==> src/rtl/axi_cache_bridge_if.sv <==
// ============================================================================
// Module      : axi_cache_bridge_if
// Description : Bus bundle for axi_cache_bridge. It groups the AXI3 master
//               channels (AR/R/AW/W/B) with the icache read port and the
//               dcache read/write ports.
//               - modport master : the bridge's view. It drives AXI requests
//                                  and cache responses.
//               - modport slave  : the environment's view (caches plus the
//                                  AXI fabric).
// Parameters  : LINE_WORDS - 32-bit words per cache line. This sets the
//                            width of dcache_wr_data.
// Revision    : 1.0 - initial release
// ============================================================================
`default_nettype none

interface axi_cache_bridge_if #(
  parameter int LINE_WORDS = 4
);
  // AXI read address channel
  logic [3:0]  arid;
  logic [31:0] araddr;
  logic [7:0]  arlen;
  logic [2:0]  arsize;
  logic [1:0]  arburst;
  logic [1:0]  arlock;
  logic [3:0]  arcache;
  logic [2:0]  arprot;
  logic        arvalid;
  logic        arready;

  // AXI read data channel
  logic [3:0]  rid;
  logic [31:0] rdata;
  logic [1:0]  rresp;
  logic        rlast;
  logic        rvalid;
  logic        rready;

  // AXI write address channel
  logic [3:0]  awid;
  logic [31:0] awaddr;
  logic [7:0]  awlen;
  logic [2:0]  awsize;
  logic [1:0]  awburst;
  logic [1:0]  awlock;
  logic [3:0]  awcache;
  logic [2:0]  awprot;
  logic        awvalid;
  logic        awready;

  // AXI write data channel
  logic [3:0]  wid;
  logic [31:0] wdata;
  logic [3:0]  wstrb;
  logic        wlast;
  logic        wvalid;
  logic        wready;

  // AXI write response channel
  logic [3:0]  bid;
  logic [1:0]  bresp;
  logic        bvalid;
  logic        bready;

  // icache read port
  logic        icache_rd_req;
  logic [2:0]  icache_rd_type;
  logic [31:0] icache_rd_addr;
  logic        icache_rd_rdy;
  logic        icache_ret_valid;
  logic        icache_ret_last;
  logic [31:0] icache_ret_data;

  // dcache read port
  logic        dcache_rd_req;
  logic [2:0]  dcache_rd_type;
  logic [31:0] dcache_rd_addr;
  logic        dcache_rd_rdy;
  logic        dcache_ret_valid;
  logic        dcache_ret_last;
  logic [31:0] dcache_ret_data;

  // dcache write port (word 0 in bits [31:0])
  logic                    dcache_wr_req;
  logic [2:0]              dcache_wr_type;
  logic [31:0]             dcache_wr_addr;
  logic [3:0]              dcache_wr_wstrb;
  logic [32*LINE_WORDS-1:0] dcache_wr_data;
  logic                    dcache_wr_rdy;

  modport master (
    output arid, araddr, arlen, arsize, arburst, arlock, arcache, arprot, arvalid,
    input  arready,
    input  rid, rdata, rresp, rlast, rvalid,
    output rready,
    output awid, awaddr, awlen, awsize, awburst, awlock, awcache, awprot, awvalid,
    input  awready,
    output wid, wdata, wstrb, wlast, wvalid,
    input  wready,
    input  bid, bresp, bvalid,
    output bready,
    input  icache_rd_req, icache_rd_type, icache_rd_addr,
    output icache_rd_rdy, icache_ret_valid, icache_ret_last, icache_ret_data,
    input  dcache_rd_req, dcache_rd_type, dcache_rd_addr,
    output dcache_rd_rdy, dcache_ret_valid, dcache_ret_last, dcache_ret_data,
    input  dcache_wr_req, dcache_wr_type, dcache_wr_addr, dcache_wr_wstrb, dcache_wr_data,
    output dcache_wr_rdy
  );

  modport slave (
    input  arid, araddr, arlen, arsize, arburst, arlock, arcache, arprot, arvalid,
    output arready,
    output rid, rdata, rresp, rlast, rvalid,
    input  rready,
    input  awid, awaddr, awlen, awsize, awburst, awlock, awcache, awprot, awvalid,
    output awready,
    input  wid, wdata, wstrb, wlast, wvalid,
    output wready,
    output bid, bresp, bvalid,
    input  bready,
    output icache_rd_req, icache_rd_type, icache_rd_addr,
    input  icache_rd_rdy, icache_ret_valid, icache_ret_last, icache_ret_data,
    output dcache_rd_req, dcache_rd_type, dcache_rd_addr,
    input  dcache_rd_rdy, dcache_ret_valid, dcache_ret_last, dcache_ret_data,
    output dcache_wr_req, dcache_wr_type, dcache_wr_addr, dcache_wr_wstrb, dcache_wr_data,
    input  dcache_wr_rdy
  );

endinterface

`default_nettype wire

==> src/rtl/axi_cache_bridge.sv <==
// ============================================================================
// Module      : axi_cache_bridge
// Description : Bridges the icache read port and the dcache read/write ports
//               onto a single AXI3 master.
//               - Reads: up to one outstanding read. A line read uses an
//                 INCR burst. dcache has strict priority over icache.
//               - Writes: up to one outstanding write, held in a full-line
//                 buffer and written back as a burst.
//               - A read whose line matches the buffered (or incoming) write
//                 line is stalled until the B response retires the buffer.
// Ports       : aclk    - clock
//               aresetn - synchronous active-low reset
//               bus     - axi_cache_bridge_if.master (AXI + cache ports)
// Revision    : 1.0 - initial release
// ============================================================================
`default_nettype none

module axi_cache_bridge #(
  parameter int LINE_WORDS = 4
) (
  input  wire logic            aclk,
  input  wire logic            aresetn,
  axi_cache_bridge_if.master   bus
);

  localparam int         OFS_W      = $clog2(LINE_WORDS * 4);
  localparam logic [7:0] C_LINE_LEN = 8'(LINE_WORDS - 1);

  typedef enum logic [1:0] {
    R_IDLE = 2'd0,
    R_ADDR = 2'd1,
    R_DATA = 2'd2
  } rd_state_t;

  typedef enum logic [1:0] {
    W_IDLE = 2'd0,
    W_BUSY = 2'd1,
    W_RESP = 2'd2
  } wr_state_t;

  // Burst length and size decoded from the cache request type.
  function automatic logic [7:0] f_len(input logic [2:0] typ);
    return typ[2] ? C_LINE_LEN : 8'd0;
  endfunction

  function automatic logic [2:0] f_size(input logic [2:0] typ);
    return typ[2] ? 3'b010 : {1'b0, typ[1:0]};
  endfunction

  // --------------------------------------------------------------------------
  // Registers
  // --------------------------------------------------------------------------
  rd_state_t              r_rd_state;
  logic [3:0]             r_arid;
  logic [31:0]            r_araddr;
  logic [7:0]             r_arlen;
  logic [2:0]             r_arsize;
  logic                   r_arvalid;
  logic                   r_rready;

  wr_state_t              r_wr_state;
  logic [31:0]            r_awaddr;
  logic [7:0]             r_awlen;
  logic [2:0]             r_awsize;
  logic                   r_awvalid;
  logic                   r_wvalid;
  logic                   r_bready;
  logic [32*LINE_WORDS-1:0] r_line;
  logic [3:0]             r_wstrb;
  logic                   r_is_line;
  logic [7:0]             r_beat;
  logic                   r_aw_done;
  logic                   r_w_done;

  // --------------------------------------------------------------------------
  // Combinational control
  // --------------------------------------------------------------------------
  logic                   w_wr_rdy;
  logic                   w_wr_accept;
  logic                   w_wbuf_valid;
  logic [31-OFS_W:0]      w_wr_tag;
  logic                   w_haz_d;
  logic                   w_haz_i;
  logic                   w_d_rdy;
  logic                   w_i_rdy;
  logic                   w_rbeat;
  logic                   w_aw_fire;
  logic                   w_w_fire;
  logic                   w_wlast;
  logic                   w_unused;

  assign w_wr_rdy     = (r_wr_state == W_IDLE);
  assign w_wr_accept  = bus.dcache_wr_req & w_wr_rdy;
  assign w_wbuf_valid = (r_wr_state != W_IDLE);

  // A write being accepted this cycle already owns its line. This closes the
  // window where a read of that line could slip past in the same cycle.
  assign w_wr_tag = w_wr_accept ? bus.dcache_wr_addr[31:OFS_W] : r_awaddr[31:OFS_W];
  assign w_haz_d  = (w_wbuf_valid | w_wr_accept) & (bus.dcache_rd_addr[31:OFS_W] == w_wr_tag);
  assign w_haz_i  = (w_wbuf_valid | w_wr_accept) & (bus.icache_rd_addr[31:OFS_W] == w_wr_tag);

  assign w_d_rdy = (r_rd_state == R_IDLE) & bus.dcache_rd_req & ~w_haz_d;
  assign w_i_rdy = (r_rd_state == R_IDLE) & bus.icache_rd_req & ~bus.dcache_rd_req & ~w_haz_i;

  // rready is always high in R_DATA, so every rvalid there is a beat.
  assign w_rbeat = (r_rd_state == R_DATA) & bus.rvalid;

  assign w_aw_fire = r_awvalid & bus.awready;
  assign w_w_fire  = r_wvalid & bus.wready;
  assign w_wlast   = (r_beat == r_awlen);

  assign w_unused = ^{bus.rid, bus.rresp, bus.bid, bus.bresp};

  // --------------------------------------------------------------------------
  // Outputs
  // --------------------------------------------------------------------------
  assign bus.arid    = r_arid;
  assign bus.araddr  = r_araddr;
  assign bus.arlen   = r_arlen;
  assign bus.arsize  = r_arsize;
  assign bus.arburst = 2'b01;
  assign bus.arlock  = 2'b00;
  assign bus.arcache = 4'b0000;
  assign bus.arprot  = 3'b000;
  assign bus.arvalid = r_arvalid;
  assign bus.rready  = r_rready;

  assign bus.awid    = 4'd1;
  assign bus.awaddr  = r_awaddr;
  assign bus.awlen   = r_awlen;
  assign bus.awsize  = r_awsize;
  assign bus.awburst = 2'b01;
  assign bus.awlock  = 2'b00;
  assign bus.awcache = 4'b0000;
  assign bus.awprot  = 3'b000;
  assign bus.awvalid = r_awvalid;

  assign bus.wid    = 4'd1;
  assign bus.wdata  = r_line[31:0];
  assign bus.wstrb  = r_is_line ? 4'b1111 : r_wstrb;
  assign bus.wlast  = w_wlast;
  assign bus.wvalid = r_wvalid;
  assign bus.bready = r_bready;

  assign bus.icache_rd_rdy    = w_i_rdy;
  assign bus.icache_ret_valid = w_rbeat & ~r_arid[0];
  assign bus.icache_ret_last  = w_rbeat & ~r_arid[0] & bus.rlast;
  assign bus.icache_ret_data  = bus.rdata;

  assign bus.dcache_rd_rdy    = w_d_rdy;
  assign bus.dcache_ret_valid = w_rbeat & r_arid[0];
  assign bus.dcache_ret_last  = w_rbeat & r_arid[0] & bus.rlast;
  assign bus.dcache_ret_data  = bus.rdata;

  assign bus.dcache_wr_rdy = w_wr_rdy;

  // --------------------------------------------------------------------------
  // Read FSM
  // --------------------------------------------------------------------------
  always_ff @(posedge aclk) begin
    if (!aresetn) begin
      r_rd_state <= R_IDLE;
      r_arid     <= 4'd0;
      r_araddr   <= 32'd0;
      r_arlen    <= 8'd0;
      r_arsize   <= 3'd0;
      r_arvalid  <= 1'b0;
      r_rready   <= 1'b0;
    end else begin
      case (r_rd_state)
        R_IDLE: begin
          if (w_d_rdy) begin
            r_arid     <= 4'd1;
            r_araddr   <= bus.dcache_rd_addr;
            r_arlen    <= f_len(bus.dcache_rd_type);
            r_arsize   <= f_size(bus.dcache_rd_type);
            r_arvalid  <= 1'b1;
            r_rd_state <= R_ADDR;
          end else if (w_i_rdy) begin
            r_arid     <= 4'd0;
            r_araddr   <= bus.icache_rd_addr;
            r_arlen    <= f_len(bus.icache_rd_type);
            r_arsize   <= f_size(bus.icache_rd_type);
            r_arvalid  <= 1'b1;
            r_rd_state <= R_ADDR;
          end
        end
        R_ADDR: begin
          if (bus.arready) begin
            r_arvalid  <= 1'b0;
            r_rready   <= 1'b1;
            r_rd_state <= R_DATA;
          end
        end
        R_DATA: begin
          if (bus.rvalid && bus.rlast) begin
            r_rready   <= 1'b0;
            r_rd_state <= R_IDLE;
          end
        end
        default: r_rd_state <= R_IDLE;
      endcase
    end
  end

  // --------------------------------------------------------------------------
  // Write FSM. The line buffer shifts down one word per W beat, so wdata is
  // always the low word.
  // --------------------------------------------------------------------------
  always_ff @(posedge aclk) begin
    if (!aresetn) begin
      r_wr_state <= W_IDLE;
      r_awaddr   <= 32'd0;
      r_awlen    <= 8'd0;
      r_awsize   <= 3'd0;
      r_awvalid  <= 1'b0;
      r_wvalid   <= 1'b0;
      r_bready   <= 1'b0;
      r_line     <= '0;
      r_wstrb    <= 4'd0;
      r_is_line  <= 1'b0;
      r_beat     <= 8'd0;
      r_aw_done  <= 1'b0;
      r_w_done   <= 1'b0;
    end else begin
      case (r_wr_state)
        W_IDLE: begin
          if (w_wr_accept) begin
            r_awaddr   <= bus.dcache_wr_addr;
            r_awlen    <= f_len(bus.dcache_wr_type);
            r_awsize   <= f_size(bus.dcache_wr_type);
            r_line     <= bus.dcache_wr_data;
            r_wstrb    <= bus.dcache_wr_wstrb;
            r_is_line  <= bus.dcache_wr_type[2];
            r_beat     <= 8'd0;
            r_aw_done  <= 1'b0;
            r_w_done   <= 1'b0;
            r_awvalid  <= 1'b1;
            r_wvalid   <= 1'b1;
            r_wr_state <= W_BUSY;
          end
        end
        W_BUSY: begin
          if (w_aw_fire) begin
            r_awvalid <= 1'b0;
            r_aw_done <= 1'b1;
          end
          if (w_w_fire) begin
            r_beat <= r_beat + 8'd1;
            r_line <= r_line >> 32;
            if (w_wlast) begin
              r_wvalid <= 1'b0;
              r_w_done <= 1'b1;
            end
          end
          // Each channel may finish in an earlier cycle or in this one.
          if ((r_aw_done | w_aw_fire) && (r_w_done | (w_w_fire & w_wlast))) begin
            r_bready   <= 1'b1;
            r_wr_state <= W_RESP;
          end
        end
        W_RESP: begin
          if (bus.bvalid) begin
            r_bready   <= 1'b0;
            r_wr_state <= W_IDLE;
          end
        end
        default: r_wr_state <= W_IDLE;
      endcase
    end
  end

endmodule

`default_nettype wire

==> src/flat_wrapper.sv <==
// flat-port wrapper written by rule: the top's interface ports become plain ports
module axi_cache_bridge_flat 
#(
  parameter int LINE_WORDS = 4
)
  (aclk, aresetn, bus_arid, bus_araddr, bus_arlen, bus_arsize, bus_arburst, bus_arlock, bus_arcache, bus_arprot, bus_arvalid, bus_arready, bus_rid, bus_rdata, bus_rresp, bus_rlast, bus_rvalid, bus_rready, bus_awid, bus_awaddr, bus_awlen, bus_awsize, bus_awburst, bus_awlock, bus_awcache, bus_awprot, bus_awvalid, bus_awready, bus_wid, bus_wdata, bus_wstrb, bus_wlast, bus_wvalid, bus_wready, bus_bid, bus_bresp, bus_bvalid, bus_bready, bus_icache_rd_req, bus_icache_rd_type, bus_icache_rd_addr, bus_icache_rd_rdy, bus_icache_ret_valid, bus_icache_ret_last, bus_icache_ret_data, bus_dcache_rd_req, bus_dcache_rd_type, bus_dcache_rd_addr, bus_dcache_rd_rdy, bus_dcache_ret_valid, bus_dcache_ret_last, bus_dcache_ret_data, bus_dcache_wr_req, bus_dcache_wr_type, bus_dcache_wr_addr, bus_dcache_wr_wstrb, bus_dcache_wr_data, bus_dcache_wr_rdy);
  axi_cache_bridge_if #(.LINE_WORDS(LINE_WORDS)) bus_i ();
  input  wire logic aclk;
  input  wire logic aresetn;
  output wire logic [$bits(bus_i.arid)-1:0] bus_arid;
  output wire logic [$bits(bus_i.araddr)-1:0] bus_araddr;
  output wire logic [$bits(bus_i.arlen)-1:0] bus_arlen;
  output wire logic [$bits(bus_i.arsize)-1:0] bus_arsize;
  output wire logic [$bits(bus_i.arburst)-1:0] bus_arburst;
  output wire logic [$bits(bus_i.arlock)-1:0] bus_arlock;
  output wire logic [$bits(bus_i.arcache)-1:0] bus_arcache;
  output wire logic [$bits(bus_i.arprot)-1:0] bus_arprot;
  output wire logic [$bits(bus_i.arvalid)-1:0] bus_arvalid;
  input wire logic [$bits(bus_i.arready)-1:0] bus_arready;
  input wire logic [$bits(bus_i.rid)-1:0] bus_rid;
  input wire logic [$bits(bus_i.rdata)-1:0] bus_rdata;
  input wire logic [$bits(bus_i.rresp)-1:0] bus_rresp;
  input wire logic [$bits(bus_i.rlast)-1:0] bus_rlast;
  input wire logic [$bits(bus_i.rvalid)-1:0] bus_rvalid;
  output wire logic [$bits(bus_i.rready)-1:0] bus_rready;
  output wire logic [$bits(bus_i.awid)-1:0] bus_awid;
  output wire logic [$bits(bus_i.awaddr)-1:0] bus_awaddr;
  output wire logic [$bits(bus_i.awlen)-1:0] bus_awlen;
  output wire logic [$bits(bus_i.awsize)-1:0] bus_awsize;
  output wire logic [$bits(bus_i.awburst)-1:0] bus_awburst;
  output wire logic [$bits(bus_i.awlock)-1:0] bus_awlock;
  output wire logic [$bits(bus_i.awcache)-1:0] bus_awcache;
  output wire logic [$bits(bus_i.awprot)-1:0] bus_awprot;
  output wire logic [$bits(bus_i.awvalid)-1:0] bus_awvalid;
  input wire logic [$bits(bus_i.awready)-1:0] bus_awready;
  output wire logic [$bits(bus_i.wid)-1:0] bus_wid;
  output wire logic [$bits(bus_i.wdata)-1:0] bus_wdata;
  output wire logic [$bits(bus_i.wstrb)-1:0] bus_wstrb;
  output wire logic [$bits(bus_i.wlast)-1:0] bus_wlast;
  output wire logic [$bits(bus_i.wvalid)-1:0] bus_wvalid;
  input wire logic [$bits(bus_i.wready)-1:0] bus_wready;
  input wire logic [$bits(bus_i.bid)-1:0] bus_bid;
  input wire logic [$bits(bus_i.bresp)-1:0] bus_bresp;
  input wire logic [$bits(bus_i.bvalid)-1:0] bus_bvalid;
  output wire logic [$bits(bus_i.bready)-1:0] bus_bready;
  input wire logic [$bits(bus_i.icache_rd_req)-1:0] bus_icache_rd_req;
  input wire logic [$bits(bus_i.icache_rd_type)-1:0] bus_icache_rd_type;
  input wire logic [$bits(bus_i.icache_rd_addr)-1:0] bus_icache_rd_addr;
  output wire logic [$bits(bus_i.icache_rd_rdy)-1:0] bus_icache_rd_rdy;
  output wire logic [$bits(bus_i.icache_ret_valid)-1:0] bus_icache_ret_valid;
  output wire logic [$bits(bus_i.icache_ret_last)-1:0] bus_icache_ret_last;
  output wire logic [$bits(bus_i.icache_ret_data)-1:0] bus_icache_ret_data;
  input wire logic [$bits(bus_i.dcache_rd_req)-1:0] bus_dcache_rd_req;
  input wire logic [$bits(bus_i.dcache_rd_type)-1:0] bus_dcache_rd_type;
  input wire logic [$bits(bus_i.dcache_rd_addr)-1:0] bus_dcache_rd_addr;
  output wire logic [$bits(bus_i.dcache_rd_rdy)-1:0] bus_dcache_rd_rdy;
  output wire logic [$bits(bus_i.dcache_ret_valid)-1:0] bus_dcache_ret_valid;
  output wire logic [$bits(bus_i.dcache_ret_last)-1:0] bus_dcache_ret_last;
  output wire logic [$bits(bus_i.dcache_ret_data)-1:0] bus_dcache_ret_data;
  input wire logic [$bits(bus_i.dcache_wr_req)-1:0] bus_dcache_wr_req;
  input wire logic [$bits(bus_i.dcache_wr_type)-1:0] bus_dcache_wr_type;
  input wire logic [$bits(bus_i.dcache_wr_addr)-1:0] bus_dcache_wr_addr;
  input wire logic [$bits(bus_i.dcache_wr_wstrb)-1:0] bus_dcache_wr_wstrb;
  input wire logic [$bits(bus_i.dcache_wr_data)-1:0] bus_dcache_wr_data;
  output wire logic [$bits(bus_i.dcache_wr_rdy)-1:0] bus_dcache_wr_rdy;
  assign bus_arid = bus_i.arid;
  assign bus_araddr = bus_i.araddr;
  assign bus_arlen = bus_i.arlen;
  assign bus_arsize = bus_i.arsize;
  assign bus_arburst = bus_i.arburst;
  assign bus_arlock = bus_i.arlock;
  assign bus_arcache = bus_i.arcache;
  assign bus_arprot = bus_i.arprot;
  assign bus_arvalid = bus_i.arvalid;
  assign bus_i.arready = bus_arready;
  assign bus_i.rid = bus_rid;
  assign bus_i.rdata = bus_rdata;
  assign bus_i.rresp = bus_rresp;
  assign bus_i.rlast = bus_rlast;
  assign bus_i.rvalid = bus_rvalid;
  assign bus_rready = bus_i.rready;
  assign bus_awid = bus_i.awid;
  assign bus_awaddr = bus_i.awaddr;
  assign bus_awlen = bus_i.awlen;
  assign bus_awsize = bus_i.awsize;
  assign bus_awburst = bus_i.awburst;
  assign bus_awlock = bus_i.awlock;
  assign bus_awcache = bus_i.awcache;
  assign bus_awprot = bus_i.awprot;
  assign bus_awvalid = bus_i.awvalid;
  assign bus_i.awready = bus_awready;
  assign bus_wid = bus_i.wid;
  assign bus_wdata = bus_i.wdata;
  assign bus_wstrb = bus_i.wstrb;
  assign bus_wlast = bus_i.wlast;
  assign bus_wvalid = bus_i.wvalid;
  assign bus_i.wready = bus_wready;
  assign bus_i.bid = bus_bid;
  assign bus_i.bresp = bus_bresp;
  assign bus_i.bvalid = bus_bvalid;
  assign bus_bready = bus_i.bready;
  assign bus_i.icache_rd_req = bus_icache_rd_req;
  assign bus_i.icache_rd_type = bus_icache_rd_type;
  assign bus_i.icache_rd_addr = bus_icache_rd_addr;
  assign bus_icache_rd_rdy = bus_i.icache_rd_rdy;
  assign bus_icache_ret_valid = bus_i.icache_ret_valid;
  assign bus_icache_ret_last = bus_i.icache_ret_last;
  assign bus_icache_ret_data = bus_i.icache_ret_data;
  assign bus_i.dcache_rd_req = bus_dcache_rd_req;
  assign bus_i.dcache_rd_type = bus_dcache_rd_type;
  assign bus_i.dcache_rd_addr = bus_dcache_rd_addr;
  assign bus_dcache_rd_rdy = bus_i.dcache_rd_rdy;
  assign bus_dcache_ret_valid = bus_i.dcache_ret_valid;
  assign bus_dcache_ret_last = bus_i.dcache_ret_last;
  assign bus_dcache_ret_data = bus_i.dcache_ret_data;
  assign bus_i.dcache_wr_req = bus_dcache_wr_req;
  assign bus_i.dcache_wr_type = bus_dcache_wr_type;
  assign bus_i.dcache_wr_addr = bus_dcache_wr_addr;
  assign bus_i.dcache_wr_wstrb = bus_dcache_wr_wstrb;
  assign bus_i.dcache_wr_data = bus_dcache_wr_data;
  assign bus_dcache_wr_rdy = bus_i.dcache_wr_rdy;
  axi_cache_bridge #(.LINE_WORDS(LINE_WORDS)) u_core (.aclk(aclk), .aresetn(aresetn), .bus(bus_i));
endmodule
==> config.mk <==
export PLATFORM = sky130hd
export DESIGN_NAME = axi_cache_bridge_flat
export DESIGN_NICKNAME = d
export VERILOG_FILES = /design/src/rtl/axi_cache_bridge_if.sv /design/src/rtl/axi_cache_bridge.sv /design/src/flat_wrapper.sv
export SDC_FILE = /design/constraint.sdc
export NUM_CORES = 1
export LEC_CHECK = 0
export BUFFER_PORTS_ARGS = -buffer_cell sky130_fd_sc_hd__buf_2
export CORE_AREA = 2 2 206 208
export CTS_CLUSTER_DIAMETER = 200
export DETAILED_ROUTE_END_ITERATION = 7
export DIE_AREA = 0 0 208 210
export PLACE_DENSITY = 0.61
export SLEW_MARGIN = 20
export SYNTH_ARGS = -nofsm -noshare
export SYNTH_HDL_FRONTEND = slang
export SYNTH_SLANG_ARGS = --single-unit
==> constraint.sdc <==
create_clock -name aclk -period 5.72 [get_ports aclk]
set_input_delay 1.43 -clock aclk [delete_from_list [all_inputs] [get_ports aclk]]
set_output_delay 1.43 -clock aclk [all_outputs]
set_load 0.02 [all_outputs]
# Yosys cells after proc, flatten, opt, wreduce, memory -nomap -nowiden
# Cells that the tools add are included.
dict set report classes {
  n_reduce_logical 20
  eq_ne 16
  bitwise_logic 23
  n_mux 53
  n_addsub 1
}
# op n
set ops {}
lappend ops {{$mux 128} 2}
lappend ops {{$pmux 128 s2} 1}
lappend ops {{$mux 32} 2}
lappend ops {{$eq 28x28->1} 2}
lappend ops {{$mux 8} 4}
lappend ops {{$mux 28} 1}
lappend ops {{$mux 2} 13}
lappend ops {{$reduce_and 3->1} 7}
lappend ops {{$and 1x1->1} 16}
lappend ops {{$pmux 8 s2} 1}
lappend ops {{$mux 1} 15}
lappend ops {{$pmux 1 s2} 7}
lappend ops {{$mux 4} 3}
lappend ops {{$pmux 2 s3} 2}
lappend ops {{$reduce_bool 2->1} 6}
lappend ops {{$add 8x1->8 const B} 1}
lappend ops {{$eq 8x8->1} 1}
lappend ops {{$ne 2x1->1 const B} 4}
lappend ops {{$ne 2x2->1 const B} 4}
lappend ops {{$mux 3} 2}
lappend ops {{$eq 2x1->1 const B} 2}
lappend ops {{$eq 2x2->1 const B} 2}
lappend ops {{$logic_not 2->1} 2}
lappend ops {{$not 1->1} 4}
lappend ops {{other kinds (5)} 9}
dict set report word_totals {
  out_inout_bits 233
  ff_bits 242
  word_cells 133
  in_bits 292
}

# Longest topological paths before layout
dict set report logic_depth {
  ltp_word 10
  mapped_depth 14
}

# Worst setup path after synthesis
# No wires, ideal clock.
dict set report synth_path {
  path_type {in2out}
  startpoint {in bus_dcache_wr_req}
  endpoint {out bus_dcache_rd_rdy}
  t_required_ps 4290
  arrival_ps 3336
  path_slack_ps 954
  path_stages 10
  path_buffers 3
  path_cell_list {nor3b_2 buf_6 buf_6 mux2i_1 o22ai_1 nor4_1 nand4_1 o211ai_2 buf_2 inv_1}
}
dict set report synth_via {
  elab_chain_cells 6
  elab_cells_between_ends 7
  classes_between {eq/ne (1); mux (1); bitwise (5)}
}
# item line_no
set synth_rtl {}
lappend synth_rtl {{start: declaration} flat_wrapper.sv:60} ;# input wire logic [$bits(bus_i.dcache_wr_req)-1:0] bus_dcache_wr_req;
lappend synth_rtl {{$and 1x1->1 *} axi_cache_bridge.sv:93} ;# assign w_wr_accept = bus.dcache_wr_req & w_wr_rdy;
lappend synth_rtl {{$mux 28} axi_cache_bridge.sv:98} ;# assign w_wr_tag = w_wr_accept ? bus.dcache_wr_addr[31:OFS_W] : r_awaddr[31:OFS_W];
lappend synth_rtl {{$eq 28x28->1} axi_cache_bridge.sv:99} ;# assign w_haz_d = (w_wbuf_valid | w_wr_accept) & (bus.dcache_rd_addr[31:OFS_W] == w_wr_tag);
lappend synth_rtl {{$and 1x1->1 *} axi_cache_bridge.sv:99}
lappend synth_rtl {{$not 1->1 *} axi_cache_bridge.sv:102} ;# assign w_d_rdy = (r_rd_state == R_IDLE) & bus.dcache_rd_req & ~w_haz_d;
lappend synth_rtl {{$and 1x1->1 *} axi_cache_bridge.sv:102}
lappend synth_rtl {{end: declaration} flat_wrapper.sv:56} ;# output wire logic [$bits(bus_i.dcache_rd_rdy)-1:0] bus_dcache_rd_rdy;
# Mark *: on every way between the ends. The rest lies on a longest branch, timed or not.

# Worst setup path in the final report
# Ends and elaborated chain as after synthesis.

==> flow_summary_export.csv <==
group,metric,value,unit
cells_and_area,regArea,0.00444,sq mm
sta,fmax,188,MHz
drt,totalWireLength,46.2,mm
placement,port_buffers,369,
synth,avgSynthCellArea,8.16,sq um
critical_path,slowest_stage,"a2111oi_0",
sta,setup_viol,0,
synth,yosys.area_share.xor_xnor,3.35,%
clock_network,clock_path_buffers,3,
sta,finalCritPeriodShare,92.9,%
synth,synthFlopType,"dfxtp_1",
cells_and_area,mostFrequentLayoutCells,"buf_2, nand2_1, dfxtp_1, nand3_1, o211a_1",
drt,routedWlPerCell,20.8,um
sta,whs,452,ps
synth,synth.largest_area_cell,"dfxtp_1",
synth,muxShareOfSynthArea,2.30,%
power_and_ir_drop,p_leak,0.00705,uW
sta,hold_violations,0,
critical_path,r2r_cells,9,
clock_network,root_buffer,"clkbuf_16",
clock_network,cts_sinks,222,
global_route,antenna_found_initial,16,
synth,yosysSeqAreaShare,37.8,%
synth,synth_top_family_by_area,"simple AND/OR/NAND/NOR gates",
sta,setup_tns,0,ps
hold_path,hp-class,"reg2reg",
critical_path,end_kind,"output pin",
power_and_ir_drop,total_power,4610,uW
critical_path,path_common_cell,"buf_2",
die,core_area,0.0415,sq mm
clock_network,ctsResizeCount,0,
clock_network,hold_buffers,0,
sta,finClkSkew,7.97,ps
critical_path,reg2reg_slack,2020,ps
critical_path,critical_path_class,"in2out",
synth,netlist-cell-type-count,57,
critical_path,critPathRequiredTime,4290,ps
cells_and_area,multi_input_area,0.00586,sq mm
critical_path,path_cells,"buf_2 > nor3b_4 > mux2i_1 > xnor2_1 > a2111oi_0 > nand4_1 > o211ai_4 > inv_1 > buf_2",
critical_path,worstPathArrival,3880,ps
power_and_ir_drop,ir_drop,0.264,mV
synth,synthAdderAreaFrac,0.106,%
hold_path,min_to,"u_core.r_w_done",
global_route,grt_max_degree,109,
critical_path,crit_cells,9,
synth,synthArstFlopShare,0,%
critical_path,r2r_start,"u_core.r_wr_state[1]",
sta,drv_slew,0,
die,die_height,210,um
synth,synth_compound_area_share,19.4,%
synth,ys.warnings.count,0,
critical_path,crit_fanout,7,
drt,ant_nets,0,
global_route,grt.overflow.total,0,
sta,period_minus_slack,5310,ps
cells_and_area,n_fill_cell,4445,
cells_and_area,nets,1952,
clock_network,cts_setup_buffers,0,
clock_network,cts_made_buffers,28,
global_route,grt_pass1_vias,10900,
cells_and_area,drive_gt1_share,26.6,%
hold_path,holdCritStartpoint,"u_core.r_w_done",
drt,drc,0,
hold_path,holdPathStages,2,
die,initial_core_util,28.4,%
critical_path,cp-start-kind,"input pin",
synth,synth_top_area_share,37.8,%
drt,first_pass_iters,6,
clock_network,cts.clk_slew.worst_paths,60,ps
die,fp.dieW,208,um
die,placementRows,75,
critical_path,slowest_delay,580,ps
clock_network,clk_latency,560,ps
synth,synthCells,1441,
global_route,grt_pass1_wl,67.3,mm
power_and_ir_drop,powerDensity,326,mW/mm^2
sta,grt_setup_unrepaired,"no",
run_status,status,"completed",
drt,vias_per_cell,4.96,
cells_and_area,area_delta_synth_final,20.3,%
placement,gp_congestion,0.937,
synth,synth_simple_gate_area_share,22.8,%
sta,tightest_slew,880,ps
synth,synth_edf_count,0,
die,ios,525,
synth,synth-seq-cells,222,
cells_and_area,final_common_cell,"buf_2",
critical_path,crit_family,"compound AO/OA/AOI/OAI gates",
clock_network,cts_tree,"yes",
critical_path,rr_endpoint,"u_core.bus.arsize[0]",
sta,slew_headroom,41.3,%
placement,place_hpwl,35.0,mm
drt,drt-initial-drc-count,856,
clock_network,h-tree-depth,1,
synth,syn_area,0.0118,sq mm
flow_run,maxCapViolations,0,
global_route,track_usage,20.1,%
critical_path,cp_num_buf_inv,3,
synth,synth.area.top_cells,"dfxtp_1, nand2_1, buf_4",
drt,vias,11000,
die,dieArea,0.0437,sq mm
how the worst max path moves through the flow:
stage / endpoint / slack [ps] / from
4_1_cts: bus_dcache_rd_rdy / 430 / bus_dcache_wr_req
3_5_place_dp: bus_dcache_rd_rdy / 440 / bus_dcache_wr_req
5_1_grt: bus_dcache_rd_rdy / 300 / bus_dcache_wr_req
3_3_place_gp: bus_icache_rd_rdy / 510 / bus_dcache_wr_req
2_1_floorplan: bus_dcache_rd_rdy / 950 / bus_dcache_wr_req
6_report: bus_dcache_rd_rdy / 410 / bus_dcache_wr_req
layout make-up:
type	count	share of cell area, %
Inverter	31	0.840
Antenna cell	5	0.0884
Timing Repair Buffer	388	14.5
Sequential cell	222	31.4
Multi-Input combinational cell	988	41.4
Clock buffer	39	5.67
Clock inverter	11	1.29
Tap cell	539	4.76
synthesized netlist by cell type (3+ instances only):
master / number
a2111oi_0: 3
a21boi_0: 22
a21oi_1: 18
a221o_1: 3
a221oi_1: 4
a222oi_1: 3
a22oi_1: 33
a31oi_1: 32
and2_1: 6
and3_1: 4
buf_1: 7
buf_2: 4
buf_4: 151
buf_6: 8
clkbuf_1: 75
dfxtp_1: 222
inv_1: 30
mux2i_1: 27
nand2_1: 306
nand2b_1: 9
nand3_1: 104
nand3b_1: 6
nand4_1: 13
nor2_1: 16
nor2b_1: 78
nor3_1: 7
nor4_1: 7
o211a_1: 96
o21ai_0: 27
o21ai_1: 22
o22ai_1: 13
o2bb2ai_1: 6
or2_2: 5
or4_1: 3
xnor2_1: 23
xor2_1: 22
where the power goes:
part           switching (uW)  total, uW  internal [uW]
sequential               95.4       1780           1690
clock                     716       1910           1200
combinational             576        916            340
total                    1390       4610           3220
cells by family after synthesis:
family	after synthesis
simple gates	573
buf+inv	276
xor+xnor	45
fa+ha+maj	1
mux	27
other cells	2
flops	222
compound gates	295
state kept, by name (all words and copies together), names as in the netlist:
name	cells
u_core.r_rd_state	2
u_core.bus.arid	1
u_core.r_aw_done	1
u_core.r_beat	8
u_core.bus.arlen	1
u_core.bus.rready	1
u_core.bus.arsize	2
u_core.bus.awlen	1
u_core.r_w_done	1
u_core.bus.arvalid	1
u_core.r_line	128
u_core.r_wr_state	2
u_core.bus.wvalid	1
u_core.bus.awvalid	1
u_core.bus.araddr	32
u_core.bus.awaddr	32
u_core.bus.bready	1
u_core.bus.awsize	2
u_core.r_wstrb	4
metal layers:
layer	global-route usage, %	wire length (um)	vias to the layer above
li1	-	-	5229
met5	0	109	-
met2	36.1	23100	481
met3	7.45	4460	101
met1	21.8	17100	5200
met4	6.51	1510	18
worst reg2reg max path: stages (launching register included):
cell,delay (ps)
dfxtp_1,430
nor3b_4,550
mux2i_1,410
xnor2_1,110
a2111oi_0,580
nand4_1,300
o211ai_4,240
buf_4,610
o21ai_0,220
a31oi_1,190
per-stage QoR:
stage	util, %	instance area (sq um)	cells	setup slack (ps)
CTS	34.0	14100	2217	427
finish	34.1	14200	2223	407
floorplan	-	11900	1486	954
global route	34.1	14100	2219	299
detailed placement	31.7	13100	2167	443
global placement	31.7	13100	2167	515
Power figures use the tool's default switching activity.
